`src/rtl/cache_refill.sv`:
```
// cache_refill: fills one cache line from a fixed-latency data memory.
// Each word takes one ISSUE cycle, MEM_LAT-1 WAIT cycles and one WRITE
// cycle, so a line occupies the block for LINE_WORDS*(MEM_LAT+1) cycles,
// followed by a single DONE cycle.
// Optional feature: define CACHE_REFILL_CRITICAL_FIRST_EN to start the fill
// at the missed word and wrap within the line (critical word first);
// otherwise the line is filled from its base address upward.
module cache_refill #(
  parameter int LINE_WORDS = 4,   // words per line, power of two, 1..16
  parameter int MEM_LAT    = 1    // memory read latency in cycles, 1..4
) (
  input  logic        clk,
  input  logic        reset,
  input  logic        req,
  input  logic [7:0]  req_addr,
  input  logic [15:0] mem_rdata,
  output logic [7:0]  mem_addr,
  output logic        cache_we,
  output logic [7:0]  cache_addr,
  output logic [15:0] cache_wdata,
  output logic        busy,
  output logic        done
);

  // Low address bits that select a word within the line; also the index of
  // the last word in the line.
  localparam logic [7:0] OFF_MASK  = 8'(LINE_WORDS - 1);
  localparam logic [7:0] LAST_WORD = 8'(LINE_WORDS - 1);
  // Value of the wait counter on the final WAIT cycle (unused when MEM_LAT=1).
  localparam logic [1:0] WAIT_LAST = 2'(MEM_LAT - 2);

  typedef enum logic [2:0] {
    IDLE,
    ISSUE,
    WAIT,
    WRITE,
    DONE
  } state_t;

  state_t      state;
  state_t      state_next;

  logic [7:0]  base;       // line base address, low offset bits cleared
  logic [7:0]  start;      // offset of the first word fetched
  logic [7:0]  count;      // words already written in this refill
  logic [1:0]  wait_cnt;   // cycles spent in WAIT for the current word
  logic [15:0] wdata_q;    // last written data, held outside WRITE
  logic [7:0]  req_base;
  logic [7:0]  req_start;

  // Address of the word at position idx of the fill sequence. The offset is
  // wrapped with the mask and OR-ed onto the base, so no carry can ever leave
  // the line (base FC covers FC..FF only).
  function automatic logic [7:0] line_addr(input logic [7:0] line_base,
                                           input logic [7:0] first,
                                           input logic [7:0] idx);
    logic [7:0] off;
    off = (first + idx) & OFF_MASK;
    return line_base | off;
  endfunction

  // Base and starting offset derived from an incoming request address.
  always_comb begin
    req_base = req_addr & ~OFF_MASK;
`ifdef CACHE_REFILL_CRITICAL_FIRST_EN
    req_start = req_addr & OFF_MASK;
`else
    req_start = 8'd0;
`endif
  end

  // State register; reset returns to IDLE from any state.
  always_ff @(posedge clk) begin
    if (reset) state <= IDLE;
    else       state <= state_next;
  end

  // Next-state logic and status outputs; req is only looked at in IDLE.
  always_comb begin
    state_next = state;
    busy       = 1'b0;
    done       = 1'b0;
    cache_we   = 1'b0;
    case (state)
      IDLE: begin
        if (req) state_next = ISSUE;
      end
      ISSUE: begin
        busy = 1'b1;
        if (MEM_LAT == 1) state_next = WRITE;
        else              state_next = WAIT;
      end
      WAIT: begin
        busy = 1'b1;
        if (wait_cnt == WAIT_LAST) state_next = WRITE;
      end
      WRITE: begin
        busy     = 1'b1;
        cache_we = 1'b1;
        if (count == LAST_WORD) state_next = DONE;
        else                    state_next = ISSUE;
      end
      DONE: begin
        done       = 1'b1;
        state_next = IDLE;
      end
      default: state_next = IDLE;
    endcase
  end

  // Write data comes straight from memory during WRITE and is held afterwards.
  always_comb begin
    cache_wdata = (state == WRITE) ? mem_rdata : wdata_q;
  end

  // Refill datapath: latch the line, step through its words, hold addresses.
  always_ff @(posedge clk) begin
    if (reset) begin
      base       <= 8'd0;
      start      <= 8'd0;
      count      <= 8'd0;
      wait_cnt   <= 2'd0;
      mem_addr   <= 8'd0;
      cache_addr <= 8'd0;
      wdata_q    <= 16'd0;
    end else begin
      case (state)
        IDLE: begin
          if (req) begin
            base     <= req_base;
            start    <= req_start;
            count    <= 8'd0;
            mem_addr <= line_addr(req_base, req_start, 8'd0);
          end
        end
        ISSUE: begin
          wait_cnt <= 2'd0;
        end
        WAIT: begin
          wait_cnt <= wait_cnt + 2'd1;
        end
        WRITE: begin
          wdata_q <= mem_rdata;
          // The final word leaves mem_addr untouched so it holds through DONE.
          if (count != LAST_WORD) begin
            count    <= count + 8'd1;
            mem_addr <= line_addr(base, start, count + 8'd1);
          end
        end
        default: ;
      endcase
      // mem_addr is stable since ISSUE, so it is the address being written.
      if (state_next == WRITE) cache_addr <= mem_addr;
    end
  end

endmodule

```
`config.mk`:
```
export PLATFORM = sky130hd
export DESIGN_NAME = cache_refill
export DESIGN_NICKNAME = d
export VERILOG_FILES = /design/src/rtl/cache_refill.sv
export SDC_FILE = /design/constraint.sdc
export NUM_CORES = 1
export LEC_CHECK = 0
export CORE_ASPECT_RATIO = 0.9
export CORE_UTILIZATION = 42
export DETAILED_ROUTE_END_ITERATION = 10
export PLACE_DENSITY = 0.75
export SYNTH_ARGS = -nofsm -noshare
export SYNTH_HDL_FRONTEND = slang
export SYNTH_SLANG_ARGS = --single-unit
```
`constraint.sdc`:
```
create_clock -name clk -period 1.8 [get_ports clk]
set_input_delay 0.18 -clock clk [delete_from_list [all_inputs] [get_ports clk]]
set_output_delay 0.18 -clock clk [all_outputs]
set_load 0.05 [all_outputs]
```
# After elaboration in Yosys (flattened, before gate mapping)
# Cells that the tools add are included.
# totals
register_bits,51
in_bits,27
output_inout_bits,35
word_cells,41
# op_classes
add_sub_neg,2
eq_ne,10
mux,15
bitwise,1
reduce_logical,6
# ops
operator,count
8-bit 2-to-1 mux,4
8-bit case mux with 2 select lines,2
16-bit 2-to-1 mux,1
3-bit case mux with 4 select lines,1
3-bit by 2-bit == test with 1-bit output (second input constant),3
3-bit 2-to-1 mux,3
8-bit by 1-bit adder with 8-bit output (second input constant),1
8-bit by 2-bit == test with 1-bit output (second input constant),1
8-bit by 2-bit inequality test with 1-bit output (second input constant),1
8-bit by 2-bit bitwise OR with 8-bit output,1
2-bit case mux with 2 select lines,1
2-bit nonzero test,2
3-bit by 1-bit == test with 1-bit output (second input constant),1
3-bit == test (second input constant),1
3-bit zero test,1
1-bit 2-to-1 mux,3
3-bit AND reduction,1
3-bit OR reduction,1
2-bit by 1-bit adder with 2-bit output (second input constant),1
2-bit == test (second input constant),1
2-bit by 1-bit inequality test with 1-bit output (second input constant),1
2-bit inequality test (second input constant),1
2-bit AND reduction,1

# Logic depth before layout (Yosys ltp)
# logic_depth
depth_word,4
ltp_mapped,7
ltp_nobuf,5

# Worst setup path after synthesis
# OpenSTA, ideal clock, no wires.
# synth_timing
path_type,register -> register
startpoint,register state[0]
endpoint,register wdata_q[10]
setup_time_ns,0.066
arrival_time_ns,1.739
required_time_ns,1.734
path_slack_ns,-0.006
path_stages_with_launch,8
n_path_buf,2
period_less_slack_ns,1.806
cell_sequence,dfxtp_1 > buf_6 > nand3b_1 > inv_1 > buf_2 > nand2_1 > nand2_1 > nor2b_1
# synth_between
elab_chain_cells,2
# synth_lines
element,line_no,text
from (decl),40,state_t state;
from (signal assigned),75,else state <= state_next;
3-bit by 2-bit == test with 1-bit output,-,
16-bit 2-to-1 mux,-,
via cache_wdata[10],20,"output logic [15:0] cache_wdata,"
to (signal assigned),143,wdata_q <= mem_rdata;
to (decl),47,logic [15:0] wdata_q;
# The timed path passes the listed nets, and every way through them passes these cells.
# A chain may end at the register's enable or synchronous reset.

==> out/qor.yml <==
synthesis:
  synth_edf_count: 0
  synth_ff_type: "dfxtp_1"
  ys_async_sr_fraction: 0
  yosysMostFrequentCell: "nand2_1"
  synth.distinct_cells: 29
  synth_area_um2: 2150
  synth.top_cell.area_share: 0.456
  synth_common_cells: "64 x nand2_1, 49 x dfxtp_1, 25 x nor2_1"
  postSynthCellCount: 253
  synth_area_leaders: "dfxtp_1 46%, nand2_1 11%, mux2i_1 6.5%"
  yosysTopAreaCell: "dfxtp_1"
  syn-mean-instance-area_um2: 8.51
  syn-num-nets: 282
  synth_warnings: 0
  yosysSeqAreaShare: 0.456
  ys_ff_latch: 49
sta:
  setup_viol: 0
  worst_pin_slew_ns: 0.507
  fmax_ghz: 0.586
  hold_viol_final: 0
  skew_ns: 0.00747
  period_share: 0.947
  rsz0062_at_grt: "true"
  period_minus_slack_ns: 1.71
  drv_slew: 0
  slew_headroom: 0.661
clock_network:
  clock_latency_ns: 0.30
  cts_buffer_depth: 2
  cts_sinks: 49
  numCtsBuffers: 5
  cts_tree: "done"
  clk_pin_slew_ns: 0.09
  cts_htree_levels: 2
  cts-root-buf: "clkbuf_8"
cells_and_area:
  seq_area_um2: 985
  fin_nets: 348
  drive_gt1_frac: 0.228
  n_antenna_cell: 0
  fin_cells: 385
  area.growth.synth_to_final_pct: 47.5
  fillers: 423
  multi_input_area_um2: 1110
min_path:
  min_path_type: "reg2reg"
  whs_path_depth: 1
floorplan:
  rows: 24
  die-area_um2: 5420
  initial_core_util: 0.440
  fp.dieH_um: 69.9
  fp.coreArea_um2: 4890
  boundaryPins: 62
  die_w_um: 77.5
worst_setup_path:
  critPathCaptureType: "register"
  reg2regPathDepth: 6
  crit_slowest_cell: "or3b_2"
  crit_cells: 6
  path_buf_inv: 1
  cpPeakStageDelay_ns: 0.43
  critPathLaunchType: "register"
  path_delay_family: "simple AND/OR/NAND/NOR gates"
  arrival_ns: 1.93
  crit_chain: "ha_1 > nor4b_4 > a21oi_2 > buf_4 > or3b_2 > a21oi_1"
  crit_type: "reg2reg"
  required_ns: 2.03
  critPathMaxFanout: 4
run_status:
  status: "finished, final reports clean"
routing:
  drt_wl_total_um: 4610
  route.detailed.drc: 0
  via_per_inst: 4.77
  vias: 1836
  drt_iter0_drc: 42
  ant_nets: 0
  post_drt_wl_per_cell_um: 12.0
  drtPass1Iterations: 4
global_routing:
  grt_max_degree: 26
  grt_pass1_vias: 1761
  grt_pass1_wl_um: 7700
  antenna_found_initial: 0
  grt.overflow.total: 0
  track_usage: 0.176
placed_design:
  gp_congestion: 0.753
  port_buffers: 59
  hpwlAfterDp_um: 3250
  dpl.cell_count: 376
power_and_ir_drop:
  finalPower_w: 0.00278
  vdd_drop_max_mv: 0.474
  leakage_nw: 1.28
  p_per_area_nw_per_um2: 874
job:
  cap_violations: 0
==> where the power goes <==
part	internal, W	switching [W]
Combinational	0.000423	0.000513
Sequential	0.00116	0.0000509
Clock	0.000274	0.000354
Total	0.00186	0.000918
==> final timing paths <==
check	start	endpoint	slack, ns
max	mem_addr[1]	mem_addr[1]	0.09
min	state[2]	state[1]	0.49
max reg2reg	mem_addr[1]	mem_addr[1]	0.09
min reg2reg	state[2]	state[1]	0.49
==> area by class of cell <==
type,instances,area share
inverter,4,0.00473
sequential,49,0.310
clock buffer,6,0.0228
tap,65,0.0256
timing repair buffer,76,0.283
clock inverter,2,0.00473
multi-input combinational,183,0.349
==> cells by family after synthesis <==
kind of cell | synth area share
muxes | 0.0965
and+or+nand+nor | 0.296
DFF | 0.456
AOI/OAI and AO/OA | 0.0610
buffers and inverters | 0.0465
adders and majority gates | 0.0116
xor gates and xnor gates | 0.0325
==> per-layer routing <==
metal,routed length [um],track usage
met1,2100,0.210
met2,2220,0.307
met3,259,0.0562
met4,27,0.0377
met5,0,0
==> placed cells by master, fill, tap and decap left out, drive strengths merged, types with 6 or more instances in the layout <==
cell type	netlist	routed
nand2	64	64
dfxtp	49	49
clkbuf	9	6
a21oi	14	14
mux2	6	6
nor2	27	27
xnor2	8	8
clkdlybuf4s50	0	38
nor2b	22	22
buf	8	37
mux2i	14	14
==> metrics by stage <==
stage / TNS [ns] / setup WS (ns) / utilization / area [um^2] / hold slack, ns
4_1_cts: 0 / 0.0110 / 0.644 / 3150 / 0.505
3_5_place_dp: 0 / 0.0411 / 0.623 / 3050 / 0.479
5_1_grt: -0.0195 / -0.0195 / 0.649 / 3180 / 0.521
2_1_floorplan: 0 / 0.114 / - / 2180 / 0.327
3_3_place_gp: 0 / 0.0370 / 0.623 / 3050 / 0.473
6_report: 0 / 0.0949 / 0.649 / 3180 / 0.493
==> sequential cells by signal (all words and copies together), names as in the netlist <==
name,count
state,3
wdata_q,16
mem_addr,8
base,6
cache_addr,8
wait_cnt,2
count,6
==> what timing repair did <==
action / in CTS / in global routing
pin swaps: 1 / 0
endpoints found under the setup margin: 16 / 24
buffers inserted: 1 / 0
gates resized for setup: 2 / 8
hold buffers: 0 / 0
No activity file was read; power rests on OpenSTA's default activity.
